**config.mk**
```make
export PLATFORM = sky130hd
export DESIGN_NAME = mouse_cursor
export DESIGN_NICKNAME = d
export VERILOG_FILES = /design/src/rtl/mouse_pkg.sv /design/src/rtl/mouse_cursor_axis_acc.sv /design/src/rtl/mouse_cursor.sv
export SDC_FILE = /design/constraint.sdc
export NUM_CORES = 1
export LEC_CHECK = 0
export BUFFER_PORTS_ARGS = -buffer_cell sky130_fd_sc_hd__buf_2
export CORE_MARGIN = 2
export CORE_UTILIZATION = 35
export DETAILED_ROUTE_END_ITERATION = 16
export PLACE_DENSITY = 0.63
export SYNTH_ARGS = -nofsm -noshare
export SYNTH_HDL_FRONTEND = slang
export SYNTH_SLANG_ARGS = --single-unit
```
**constraint.sdc**
```tcl
create_clock -name clk -period 3.9 [get_ports clk]
set_clock_uncertainty 0.1 [all_clocks]
set_input_delay 0.78 -clock clk [delete_from_list [all_inputs] [get_ports clk]]
set_output_delay 0.78 -clock clk [all_outputs]
set_load 0.01 [all_outputs]
```
**src/rtl/mouse_pkg.sv**
```systemverilog
// Shared constants and packet type for the PS/2 mouse cursor path.
package mouse_pkg;
  localparam int unsigned H_RES    = 640;
  localparam int unsigned V_RES    = 480;
  localparam int unsigned X_CENTRE = H_RES / 2;
  localparam int unsigned Y_CENTRE = V_RES / 2;

  localparam int unsigned DW    = 9;
  localparam int unsigned NBTN  = 3;
  localparam int unsigned BTN_L = 0;
  localparam int unsigned BTN_R = 1;
  localparam int unsigned BTN_M = 2;

  typedef struct packed {
    logic [DW-1:0]   dx;
    logic [DW-1:0]   dy;
    logic [NBTN-1:0] btn;
  } pkt_t;
endpackage

```
**src/rtl/mouse_cursor_axis_acc.sv**
```systemverilog
// One cursor axis: scales a signed delta, accumulates it and clamps to 0..MAX.
module axis_acc
  import mouse_pkg::*;
#(
  parameter int unsigned W      = 10,
  parameter int unsigned MAX    = 639,
  parameter int unsigned INIT   = 320,
  parameter int unsigned SHIFT  = 0,
  parameter bit          INVERT = 1'b0
) (
  input  logic          clk,
  input  logic          rst_n,
  input  logic [DW-1:0] delta,
  input  logic          valid,
  input  logic          recenter,
  output logic [W-1:0]  pos
);
  // Two guard bits keep pos +/- delta free of overflow before clamping.
  localparam int unsigned EW = W + 2;
  localparam logic signed [EW-1:0] MAX_S = EW'(MAX);

  logic signed [EW-1:0] d_ext;
  logic signed [EW-1:0] d_sh;
  logic signed [EW-1:0] base;
  logic signed [EW-1:0] sum;
  logic [W-1:0]         clamped;

  always_comb begin
    d_ext = {{(EW-DW){delta[DW-1]}}, delta};
    d_sh  = d_ext >>> SHIFT;
    base  = $signed({2'b00, pos});
    sum   = INVERT ? (base - d_sh) : (base + d_sh);
    if (sum[EW-1])
      clamped = '0;
    else if (sum > MAX_S)
      clamped = W'(MAX);
    else
      clamped = sum[W-1:0];
  end

  always_ff @(posedge clk or negedge rst_n) begin
    if (!rst_n)
      pos <= W'(INIT);
    else if (recenter)
      pos <= W'(INIT);
    else if (valid)
      pos <= clamped;
  end
endmodule

```
**src/rtl/mouse_cursor.sv**
```systemverilog
// Turns decoded PS/2 mouse packets into a clamped screen position,
// button edge ticks and an inactivity flag.
module mouse_cursor
  import mouse_pkg::*;
#(
  parameter int unsigned X_MAX    = H_RES - 1,
  parameter int unsigned Y_MAX    = V_RES - 1,
  parameter int unsigned XW       = 10,
  parameter int unsigned YW       = 10,
  parameter int unsigned X_INIT   = X_CENTRE,
  parameter int unsigned Y_INIT   = Y_CENTRE,
  parameter int unsigned SHIFT    = 0,
  parameter int unsigned IDLE_CYC = 50_000_000
) (
  input  logic            clk,
  input  logic            rst_n,
  input  logic            m_done_tick,
  input  logic [DW-1:0]   dx,
  input  logic [DW-1:0]   dy,
  input  logic [NBTN-1:0] btn,
  input  logic            recenter,
  output logic [XW-1:0]   pos_x,
  output logic [YW-1:0]   pos_y,
  output logic [NBTN-1:0] btn_level,
  output logic [NBTN-1:0] btn_press,
  output logic [NBTN-1:0] btn_release,
  output logic            upd_tick,
  output logic            idle
);
  localparam int unsigned CW = $clog2(IDLE_CYC + 1);

  pkt_t          pkt_s1;
  logic          valid_s1;
  logic [CW-1:0] idle_cnt;
  logic [CW-1:0] idle_cnt_next;

  always_ff @(posedge clk or negedge rst_n) begin
    if (!rst_n) begin
      pkt_s1   <= '0;
      valid_s1 <= 1'b0;
    end else begin
      valid_s1 <= m_done_tick;
      if (m_done_tick)
        pkt_s1 <= '{dx: dx, dy: dy, btn: btn};
    end
  end

  axis_acc #(
    .W(XW), .MAX(X_MAX), .INIT(X_INIT), .SHIFT(SHIFT), .INVERT(1'b0)
  ) u_x (
    .clk(clk), .rst_n(rst_n), .delta(pkt_s1.dx), .valid(valid_s1),
    .recenter(recenter), .pos(pos_x)
  );

  // Screen Y grows downward, so an upward mouse delta is subtracted.
  axis_acc #(
    .W(YW), .MAX(Y_MAX), .INIT(Y_INIT), .SHIFT(SHIFT), .INVERT(1'b1)
  ) u_y (
    .clk(clk), .rst_n(rst_n), .delta(pkt_s1.dy), .valid(valid_s1),
    .recenter(recenter), .pos(pos_y)
  );

  always_ff @(posedge clk or negedge rst_n) begin
    if (!rst_n) begin
      btn_level   <= '0;
      btn_press   <= '0;
      btn_release <= '0;
      upd_tick    <= 1'b0;
    end else begin
      upd_tick <= valid_s1;
      if (valid_s1) begin
        btn_press   <= pkt_s1.btn & ~btn_level;
        btn_release <= ~pkt_s1.btn & btn_level;
        btn_level   <= pkt_s1.btn;
      end else begin
        btn_press   <= '0;
        btn_release <= '0;
      end
    end
  end

  always_comb begin
    if (m_done_tick)
      idle_cnt_next = '0;
    else if (idle_cnt == CW'(IDLE_CYC))
      idle_cnt_next = idle_cnt;
    else
      idle_cnt_next = idle_cnt + 1'b1;
  end

  // idle is registered from the next count so it rises in the same cycle
  // the counter reaches IDLE_CYC.
  always_ff @(posedge clk or negedge rst_n) begin
    if (!rst_n) begin
      idle_cnt <= '0;
      idle     <= 1'b0;
    end else begin
      idle_cnt <= idle_cnt_next;
      idle     <= (idle_cnt_next == CW'(IDLE_CYC));
    end
  end
endmodule

```
== After elaboration in Yosys (flattened, before gate mapping) ==
Cells that the tools add are included.

* Input port bits: 25
* Bits in registers: 79
* Word-level logic and storage cells: 36

* Order comparisons: 2
* Equal/unequal tests: 2
* Bitwise logic cells: 4
* Muxes and demuxes: 12
* Add/sub/neg operators: 3
* Reductions and logical operators: 1

{| class="wikitable"
|+ Operators by type and width
! kind !! number
|-
| $mux 10 || 8
|-
| $eq 26x26->1 const B || 2
|-
| $mux 26 || 2
|-
| $add 26x1->26 const B || 1
|-
| $add 11x9->12 || 1
|-
| $gt 12x10->1 const B || 1
|-
| $gt 12x11->1 const B || 1
|-
| $sub 11x9->12 || 1
|-
| $and 3x3->3 || 2
|-
| $mux 3 || 2
|-
| $not 3->3 || 2
|-
| $reduce_bool 2->1 || 1
|}

== Longest topological paths before layout ==
Gate-level depths: netlist of the first run.

* Depth in word-level cells: 6
* Gate-level depth with buffers: 12
* Depth with buffers taken out: 12

== Modules after synthesis ==
A second synthesis of the first run with hierarchy kept.

* Cell total of the unflattened synthesis: 479
* Area total of the unflattened synthesis: 4824.6 sq um

{| class="wikitable"
|+ By module, submodules not included
! module !! area an instance (sq um) !! times used !! cells each
|-
| mouse_cursor || 2752.6 || 1 || 242
|-
| axis_acc at u_y || 1086.0 || 1 || 132
|-
| axis_acc at u_x || 985.9 || 1 || 105
|}

== Worst setup path after synthesis of the first run ==
Ideal clock, no wire load.

* Path kind: reg-to-reg
* From: register u_y.pos[0]
* To: register u_y.pos[8]
* Setup slack: 1.007 ns
* Stages on the path, launching flop included: 13
* Arrival time: 2.636 ns
* Library setup time: 0.157 ns
* Cell sequence: dfrtp_1 -> inv_1 -> ha_1 -> inv_1 -> fa_1 -> a21oi_1 -> o21ai_0 -> a211o_1 -> a31oi_1 -> a21oi_1 -> xnor2_1 -> a211oi_1 -> a22oi_1

* Longest elaborated chain between the ends: 6

{| class="wikitable"
|+ Ends and longest elaborated chain
! item !! line !! text
|-
| start, declared || mouse_cursor_axis_acc.sv:16 || <nowiki>output logic [W-1:0] pos</nowiki>
|-
| start signal, assigned || mouse_cursor_axis_acc.sv:43 || <nowiki>pos <= W'(INIT);</nowiki>
|-
| start signal, assigned || mouse_cursor_axis_acc.sv:45 || <nowiki>pos <= W'(INIT);</nowiki>
|-
| start signal, assigned || mouse_cursor_axis_acc.sv:47 || <nowiki>pos <= clamped;</nowiki>
|-
| $sub 11x9->12 (*) || mouse_cursor_axis_acc.sv:32 || <nowiki>sum = INVERT ? (base - d_sh) : (base + d_sh);</nowiki>
|-
| $gt 12x10->1 || mouse_cursor_axis_acc.sv:35 || <nowiki>else if (sum > MAX_S)</nowiki>
|-
| $mux 10 || mouse_cursor_axis_acc.sv:35 ||
|-
| $mux 10 (*) || mouse_cursor_axis_acc.sv:33 || <nowiki>if (sum[EW-1])</nowiki>
|-
| $mux 10 (*) || mouse_cursor_axis_acc.sv:46 || <nowiki>else if (valid)</nowiki>
|-
| $mux 10 (*) || mouse_cursor_axis_acc.sv:44 || <nowiki>else if (recenter)</nowiki>
|}

Mark *: on every way between the ends. The rest lies on a longest branch, timed or not. The select of a mux whose other input is x is not followed.
A chain may end at the register's enable or synchronous reset.

== Worst setup path in the final report of the first run ==
* From: register u_y.pos[0]
* To: register u_y.pos[3]

Same word-level chain as after synthesis.

==> results of run 1 <==
-- critical path: stages, from the launching register on --
cell and delay, ns:
dfrtp_1 0.39, inv_1 0.06, ha_1 0.16, inv_1 0.05, fa_1 0.40, a21oi_1 0.21, o21ai_0 0.14, a211o_1 0.31
a31oi_1 0.24, a21oi_1 0.15, xnor2_1 0.20, a211oi_1 0.47, a22oi_1 0.14
-- sequential cells by signal, indices dropped and copies added, names as in the netlist --
register and cells:
btn_level 3, btn_press 3, btn_release 3, idle 1, idle_cnt 26, pkt_s1 21
u_x.pos 10, u_y.pos 10, upd_tick 1, valid_s1 1
-- layer usage --
metal | wire length (um) | vias up | GRT usage | part of all wire
met1 | 4760 | 1773 | 0.193 | 0.47
met5 | 0 | - | 0 | 0
met3 | 332 | 16 | 0.0305 | 0.032
li1 | - | 1740 | - | -
met4 | 199 | 0 | 0.0565 | 0.019
met2 | 4930 | 64 | 0.253 | 0.48
-- power groups by stage --
stage	registers, mW	clock network [mW]	logic (mW)
after floorplan	1.02	0	0.641
after global placement	1.00	0	0.874
after detailed placement	1.01	0	0.889
after CTS	0.990	0.894	0.895
after global routing	1.00	0.925	0.993
final	0.989	0.868	0.893
-- layout make-up --
| cell class | count | area (um^2) |
|---|---|---|
| Fill cell | 1250 | 7350 |
| Clock inverter | 5 | 56.3 |
| Tap cell | 172 | 215 |
| Sequential cell | 79 | 1980 |
| Multi-Input combinational cell | 335 | 2420 |
| Timing Repair Buffer | 57 | 293 |
| Clock buffer | 11 | 253 |
| Inverter | 27 | 101 |
-- cell usage in the layout (no fill, tap or decap), types with 3 or more instances in the layout --
master     netlist  routed
xnor2_1         16      16
nor2b_1          4       4
o21a_1           8       8
ha_1            24      24
buf_2            1      54
and4_1           5       5
dfstp_2          6       6
dfrtp_1         73      73
a21oi_1         25      25
o21bai_1         3       3
nand2_1         34      34
xor2_1          21      21
a22oi_1          6       6
and3_1           4       4
or3_1           10      10
a211o_1          3       3
nor4_4           3       3
mux2i_1          3       3
clkbuf_16        0       9
o31ai_1          3       3
inv_1           27      27
nor3_1          12      12
nor4_1           4       4
o21ai_0         27      27
nand3_1         14      14
nand2b_1         3       3
mux2_2          15      15
nand4_1          8       8
a21o_1           3       3
nor2_1          33      33
buf_4            0       3
a211oi_1         3       3
a221o_1          6       6
-- worst max path at each step --
stage / endpoint / start / cells after the start / slack [ns]
after floorplan: u_y.pos[8]$_DFFE_PN0P_ / u_y.pos[0]$_DFFE_PN0P_ / 12 / 1.01
after global placement: u_y.pos[8]$_DFFE_PN0P_ / u_y.pos[0]$_DFFE_PN0P_ / 12 / 0.79
after detailed placement: u_y.pos[3]$_DFFE_PN0P_ / u_y.pos[0]$_DFFE_PN0P_ / 12 / 0.76
after CTS: u_y.pos[0]$_DFFE_PN0P_ / u_y.pos[0]$_DFFE_PN0P_ / 12 / 0.75
after global routing: u_y.pos[3]$_DFFE_PN0P_ / u_y.pos[0]$_DFFE_PN0P_ / 12 / 0.41
final: u_y.pos[3]$_DFFE_PN0P_ / u_y.pos[0]$_DFFE_PN0P_ / 12 / 0.74
-- through the flow --
stage                     utilization  total power [mW]
final                           0.420              2.75
after global routing            0.420              2.92
after CTS                       0.420              2.78
after detailed placement        0.395              1.89
after global placement          0.395              1.88
after floorplan                     -              1.66
-- logic make-up after synthesis --
kind of cell | share of synthesized area
AOI/OAI and AO/OA | 0.152
xor gates and xnor gates | 0.0749
adders and majority gates | 0.0749
buffers and inverters | 0.0317
DFF | 0.437
muxes | 0.0438
and+or+nand+nor | 0.186
==> flow_summary.json, run 1 <==
{
  "switching_power_uw": 921,
  "synthCells": 452,
  "clockPowerShare": 0.316,
  "synthFlopType": "dfrtp_1",
  "layout-drive-gt1-share": 0.210,
  "via_count": 3593,
  "synth-warning-count": 0,
  "cts_buffer_depth": 2,
  "grt_first_pass_wirelength_um": 17100,
  "drc": 0,
  "r2r_setup_slack_ns": 0.74,
  "synth_edf_count": 0,
  "holdWs_ns": 0.346,
  "layout_setup_ws_ns": 0.744,
  "grt_usage": 0.151,
  "status": "complete, no violations",
  "p_int_mw": 1.83,
  "numCtsBuffers": 9,
  "period_minus_slack_ns": 3.16,
  "hold_viol_final": 0,
  "critPathKind": "reg -> reg",
  "rsz0062_at_grt": "no",
  "firstDrtPassIters": 4,
  "hp-class": "reg -> reg",
  "final_area_um2": 5320,
  "setup_viol": 0,
  "numClockSinks": 79,
  "grt-ovfl-total": 0,
  "crit_fanout": 5,
  "power_density_nw_per_um2": 517,
  "min-delay-start": "btn_level[1]$_DFFE_PN0P_",
  "gp_congestion": 0.839,
  "yosysMostFrequentCell": "dfrtp_1",
  "cts_tree": "built",
  "vias_per_cell": 5.24,
  "synthArstFlopShare": 1.00,
  "clk_latency_ns": 0.34,
  "stdcell_count": 686,
  "fmax_mhz": 317,
  "pin_count": 56,
  "antenna_found_initial": 0,
  "p_leak_nw": 2.39,
  "worstMarginPinSlew_ns": 0.998,
  "ys_seq_area_frac": 0.437,
  "required_ns": 3.99,
  "synth.distinct_cells": 61,
  "synth.avg_cell_area_um2": 10.1,
  "wl_per_cell_um": 14.9,
  "dp.cells": 670,
  "post-cts-setup-buffers": 0,
  "r2r_start": "u_y.pos[0]$_DFFE_PN0P_",
  "syn_to_final_growth_pct": 17.0,
  "hold_depth": 1,
  "die_area_um2": 13900,
  "ir_drop_uv": 231,
  "hold_end": "btn_press[1]$_DFF_PN0_",
  "yosysTopAreaCell": "dfrtp_1",
  "die_y_um": 118,
  "synthTopCellsByCount": "dfrtp_1, nand2_1, nor2_1",
  "fin_nets": 560,
  "core_area_um2": 12700,
  "power_frac_comb": 0.325,
  "cts.clk_slew.worst_paths_ns": 0.06,
  "grt_start_max_net_pins": 80,
  "ff2ff_path_depth": 12,
  "start_util": 0.359,
  "wirelength_um": 10200,
  "synth_nets": 503,
  "ant_nets": 0,
  "initialDrtViolationCount": 213,
  "critPathCaptureType": "flip-flop",
  "root_buffer": "clkbuf_16",
  "dpl-instance-area_um2": 5010,
  "hold_buffers": 0,
  "relSlewSlack": 0.335,
  "die_w_um": 118,
  "start_kind": "flip-flop",
  "synthTopCellsByArea": "dfrtp_1, ha_1, xor2_1",
  "critPathArrivalTime_ns": 3.25,
  "syn-cell-area_um2": 4550,
  "row_count": 41,
  "grt_pass1_vias": 3538,
  "ys_ff_latch": 79,
  "pre_cts_ws_ns": 0.762,
  "htreeDepth": 3,
  "cts_resized": 0,
  "drv_cap": 0,
  "slew_violations": 0,
  "tns_ns": 0,
  "io_buffers": 55,
  "fin_crit_sh": 0.809,
  "synth_top_area_share": 0.402,
  "hpwl_um": 7330,
  "r2r-end": "u_y.pos[3]$_DFFE_PN0P_",
  "power_frac_seq": 0.360,
  "p_sw_frac": 0.335,
  "diodes": 0
}
No activity file was read; power rests on OpenSTA's default activity.
==> inputs of run 2 (changes only) <==
- PLACE_DENSITY: 0.63 -> 0.65
- clock period: 3.9 -> 2.6 ns (I/O delays scaled with it)
==> run 2 against run 1 <==
Against the previous run:
- utilization is 5.8 points higher
- maximum frequency is 18% higher
- routed wire length is 10% higher
- combinational power is 120% higher
- the flow now finishes with violations (setup timing)
- flip-flop and latch count stayed put
- critical endpoint is now u_x.pos[4]$_DFFE_PN0P_
- sequential power is 49% higher
- hold slack worse by 0.29 ns
- register-to-register slack worse by 0.82 ns
- die area stayed put
- sequential share of layout area is 4.4 points lower
- largest power group is now combinational logic
==> flow_summary.json, run 2 (synthesized netlist as in run 1, its figures left out) <==
{
  "layout_setup_ws_ns": -0.0807,
  "cts_tree": "built",
  "layout-drive-gt1-share": 0.376,
  "largest_reg_flops": 26,
  "crit_path_start": "u_x.pos[8]$_DFFE_PN1P_",
  "setup_viol": 14,
  "tns_ns": -0.676,
  "die_w_um": 118,
  "io_buffers": 55,
  "fin_nets": 628,
  "required_ns": 2.77,
  "r2r_start": "u_x.pos[8]$_DFFE_PN1P_",
  "wirelength_um": 11300,
  "critPathArrivalTime_ns": 2.85,
  "power.total_mw": 4.62,
  "htreeDepth": 3,
  "postLayoutCoreUtil": 0.478,
  "relSlewSlack": 0.598,
  "ir_drop_uv": 336,
  "pin_count": 56,
  "core_area_um2": 12700,
  "grt-ovfl-total": 0,
  "drv_cap": 0,
  "p_leak_nw": 2.77,
  "grt_usage": 0.166,
  "violations": "setup timing",
  "via_count": 3864,
  "diodes": 0,
  "hp-class": "in -> async",
  "hold_buffers": 0,
  "dpl-instance-area_um2": 5450,
  "start_util": 0.359,
  "dp.cells": 722,
  "rsz0062_at_grt": "yes",
  "numClockSinks": 79,
  "grt_first_pass_wirelength_um": 18700,
  "start_kind": "flip-flop",
  "row_count": 41,
  "antenna_found_initial": 0,
  "drc": 0,
  "layout_commonest_cell": "dfrtp_1",
  "gp_congestion": 0.891,
  "fmax_mhz": 373,
  "status": "complete, but fails checks",
  "final_area_um2": 6050,
  "critPathKind": "reg -> reg",
  "vias_per_cell": 5.12,
  "top_regs": "idle_cnt: 26 flops, pkt_s1: 21 flops",
  "wl_per_cell_um": 15.0,
  "crit_fanout": 6,
  "hpwl_um": 8080,
  "largest_register": "idle_cnt",
  "worstMarginPinSlew_ns": 0.603,
  "grt_start_max_net_pins": 43,
  "final_cell_mix": "dfrtp_1, buf_4, buf_2",
  "numCtsBuffers": 9,
  "grt_pass1_vias": 3918,
  "firstDrtPassIters": 4,
  "slew_violations": 0,
  "cts.clk_slew.worst_paths_ns": 0.06,
  "power_density_nw_per_um2": 763,
  "period_minus_slack_ns": 2.68,
  "hold_viol_final": 0,
  "stdcell_count": 754,
  "clk_latency_ns": 0.33,
  "fin_crit_sh": 1.03,
  "cts_buffer_depth": 2,
  "initialDrtViolationCount": 149,
  "syn_to_final_growth_pct": 33.2,
  "ff2ff_path_depth": 9,
  "root_buffer": "clkbuf_16",
  "critPathCaptureType": "flip-flop",
  "ant_nets": 0,
  "die_y_um": 118,
  "die_area_um2": 13900
}
## run 2: worst max-delay path: stages, from the launching register on
cell and delay, ns:
dfstp_2 0.54, ha_1 0.25, a22o_1 0.25, nor4_2 0.22, o31ai_1 0.13, a31oi_1 0.24, xnor2_2 0.10, buf_4 0.16
nor4_4 0.45, a221o_1 0.19
## run 2: path summary, 6_finish.rpt
check,endpoint,slack (ns)
worst min-delay path,idle_cnt[20]$_DFF_PN0_,0.05
min in group clk,pkt_s1[5]$_DFFE_PN0P_,0.30
worst max-delay path,u_x.pos[4]$_DFFE_PN0P_,-0.08
worst max register to register,u_x.pos[4]$_DFFE_PN0P_,-0.08
worst min register to register,btn_press[2]$_DFF_PN0_,0.34
max in group asynchronous,u_y.pos[4]$_DFFE_PN1P_,1.69
## run 2: area by class of cell
type                    count  area, um^2
inverters                  27         101
well taps                 172         215
fillers                  1185        6620
flip-flops and latches     79        1990
multi-input cells         335        2650
clock inverters             3        17.5
repair buffers            125         823
clock buffers              13         260
## run 2: report_power, final
| group | switching (mW) | total (mW) | internal (mW) | leakage, nW |
|---|---|---|---|---|
| clock network | 0.480 | 1.18 | 0.696 | 0.136 |
| registers | 0.104 | 1.47 | 1.37 | 1.01 |
| logic | 0.982 | 1.97 | 0.986 | 1.63 |
| total | 1.57 | 4.62 | 3.05 | 2.77 |
## run 2: metrics by stage
step | hold slack [ns] | setup slack (ns)
after floorplan | 0.124 | -0.0572
after global routing | 0.0982 | -0.233
after detailed placement | 0.339 | -0.173
after global placement | 0.333 | -0.0845
after CTS | 0.0697 | -0.119
final | 0.0508 | -0.0807
## run 2: what timing repair did
action | CTS | global route
gates resized for setup | 27 | 23
buffers inserted | 9 | 9
gates cloned | 0 | 0
endpoints found under the setup margin | 20 | 20
pin swaps | 19 | 12
## run 2: metal layers
metal  GRT usage  wire (um)  vias to the layer above
li1            -          -                     1886
met1       0.206       5150                     1901
met2       0.282       5560                       56
met3      0.0334        327                       21
met4      0.0678        233                        0
met5           0          0                        -
==> inputs of run 3 (changes only) <==
- PLACE_DENSITY: 0.65 -> 0.63
==> run 3 against run 2 <==
Against the previous run:
- the flow still finishes with violations (setup timing)
- die area stayed put
- clock power increased by 17%
- setup slack worse by 0.039 ns
- flip-flop and latch count stayed put
- first-iteration DRC count up 42%
- count of clock-buffer cells in the layout fell by 3
- routed wire length decreased by 0.89%
- register-to-register slack got worse by 0.04 ns
- maximum frequency shrank 1.4%
- final area increased by 0.29%
- sequential power about the same
- total power up 4.2%
- highest routed layer unchanged
==> flow_summary.json, run 3 (synthesized netlist as in run 1, its figures left out) <==
{
  "largest_reg_flops": 26,
  "drv_cap": 0,
  "wl_met3_um": 426,
  "wirelength_um": 11200,
  "n_fill_cell": 1140,
  "grt_first_pass_wirelength_um": 18700,
  "clk_latency_ns": 0.34,
  "grt_usage": 0.164,
  "switching_power_mw": 1.59,
  "violations": "setup timing",
  "core_area_um2": 12700,
  "start_kind": "flip-flop",
  "hold_viol_final": 0,
  "numCtsBuffers": 9,
  "p_leak_nw": 2.79,
  "cts_tree": "built",
  "die_area_um2": 13900,
  "setup_viol": 16,
  "via_count": 3873,
  "crit_fanout": 6,
  "io_buffers": 55,
  "wl_met2_um": 5430,
  "seqCellArea_um2": 1980,
  "multi_input_area_um2": 2590,
  "row_count": 41,
  "cts.clk_slew.worst_paths_ns": 0.06,
  "hpwl_um": 8150,
  "grt-ovfl-total": 0,
  "numClockSinks": 79,
  "syn_to_final_growth_pct": 33.6,
  "top_regs": "idle_cnt: 26 flops, pkt_s1: 21 flops",
  "worstMarginPinSlew_ns": 0.536,
  "fin_nets": 632,
  "drc": 0,
  "hold_buffers": 0,
  "ir_drop_uv": 355,
  "clockPowerShare": 0.287,
  "die_y_um": 118,
  "critPathCaptureType": "flip-flop",
  "period_minus_slack_ns": 2.72,
  "r2r-end": "u_x.pos[4]$_DFFE_PN0P_",
  "diodes": 0,
  "start_util": 0.359,
  "wirelength_met1_um": 5080,
  "p_sw_frac": 0.331,
  "largest_register": "idle_cnt",
  "final_cell_mix": "dfrtp_1, buf_4, buf_2",
  "initialDrtViolationCount": 212,
  "wl_per_cell_um": 14.7,
  "required_ns": 2.72,
  "fin_crit_sh": 1.05,
  "ff2ff_path_depth": 12,
  "layout_setup_ws_ns": -0.120,
  "cpMaxStageDelayCell": "dfrtp_1",
  "layout-drive-gt1-share": 0.362,
  "hp-class": "in -> async",
  "vias_per_cell": 5.11,
  "power_frac_seq": 0.305,
  "status": "complete, but fails checks",
  "antenna_found_initial": 0,
  "ant_nets": 0,
  "cts_buffer_depth": 2,
  "final_area_um2": 6070,
  "htreeDepth": 3,
  "pre_cts_ws_ns": -0.180,
  "power_frac_comb": 0.407,
  "slew_violations": 0,
  "grt_pass1_vias": 3965,
  "rsz0062_at_grt": "yes",
  "critPathKind": "reg -> reg",
  "max_stage_delay_ns": 0.38,
  "r2r_start": "u_x.pos[0]$_DFFE_PN0P_",
  "firstDrtPassIters": 5,
  "die_w_um": 118,
  "critPathArrivalTime_ns": 2.84,
  "grt_start_max_net_pins": 44,
  "p_int_mw": 3.22,
  "gp_congestion": 0.939,
  "top_layer_used": "met4",
  "dpl-instance-area_um2": 5530,
  "power_density_nw_per_um2": 792,
  "relSlewSlack": 0.641,
  "pin_count": 56,
  "fmax_mhz": 368,
  "cp_cell_sequence": "ha_2, inv_2, fa_2, nor2b_1, o21a_1, a311o_1, a41o_1, or2_1, a22oi_4, nor4_4, buf_4, a221o_1",
  "root_buffer": "clkbuf_16",
  "r2r_setup_slack_ns": -0.12
}
==> run 3: cell count changes in the layout (fill, tap and decap cells not counted), moves of 3 or more <==
| cell | previous run | this run |
|---|---|---|
| dfrtp_2 | 4 | 0 |
| buf_4 | 68 | 73 |
| dfrtp_1 | 69 | 73 |
| o21ai_2 | 4 | 1 |
==> run 3: area by class of cell <==
class	count	share of cell area
multi-input cells	335	0.426
flip-flops and latches	79	0.327
repair buffers	129	0.140
clock buffers	10	0.0394
well taps	172	0.0354
inverters	27	0.0167
clock inverters	6	0.0153
==> run 3: timing repair <==
action | in CTS | in global routing
cloned | 0 | 0
setup endpoints to repair | 20 | 20
resized for setup | 14 | 17
setup buffers | 7 | 4
pin swaps | 16 | 6
==> run 3: stage by stage <==
| step | util | power [mW] | hold slack [ns] | cells | setup TNS, ns |
|---|---|---|---|---|---|
| CTS | 0.471 | 4.72 | 0.0637 | 755 | -1.16 |
| finish | 0.479 | 4.81 | 0.0471 | 758 | -1.25 |
| floorplan | - | 2.52 | 0.124 | 452 | -0.284 |
| global placement | 0.436 | 3.18 | 0.337 | 732 | -0.933 |
| detailed placement | 0.436 | 3.20 | 0.346 | 732 | -2.13 |
| global route | 0.479 | 5.09 | 0.0811 | 758 | -3.45 |
==> run 3: worst max-delay path by stage <==
stage,end,startpoint,slack (ns),cells after the start
floorplan,u_y.pos[0]$_DFFE_PN0P_,u_y.pos[0]$_DFFE_PN0P_,-0.06,12
global placement,u_x.pos[0]$_DFFE_PN0P_,pkt_s1[12]$_DFFE_PN0P_,-0.1,11
detailed placement,u_y.pos[3]$_DFFE_PN0P_,u_y.pos[0]$_DFFE_PN0P_,-0.18,13
CTS,u_y.pos[3]$_DFFE_PN0P_,u_y.pos[0]$_DFFE_PN0P_,-0.12,13
global route,u_x.pos[0]$_DFFE_PN0P_,u_x.pos[0]$_DFFE_PN0P_,-0.24,12
finish,u_x.pos[4]$_DFFE_PN0P_,u_x.pos[0]$_DFFE_PN0P_,-0.12,12
==> run 3: worst max-delay path, delay by kind of cell, from the launching register on <==
kind / cells / cell delay, ns
AOI/OAI and AO/OA: 5 / 1.13
adders and majority gates: 2 / 0.38
buffers and inverters: 2 / 0.23
DFF: 1 / 0.38
and+or+nand+nor: 3 / 0.36
==> run 3: metal layers <==
layer	up-vias	GRT usage
li1	1886	-
met1	1900	0.212
met2	68	0.267
met3	19	0.0373
met4	0	0.0617
met5	-	0
==> run 3: power groups by stage <==
stage               combinational [mW]  sequential, mW  clock (mW)
floorplan                        0.993            1.52           0
global placement                  1.70            1.48           0
detailed placement                1.72            1.48           0
CTS                               1.84            1.47        1.42
global route                      2.14            1.49        1.47
finish                            1.96            1.47        1.38
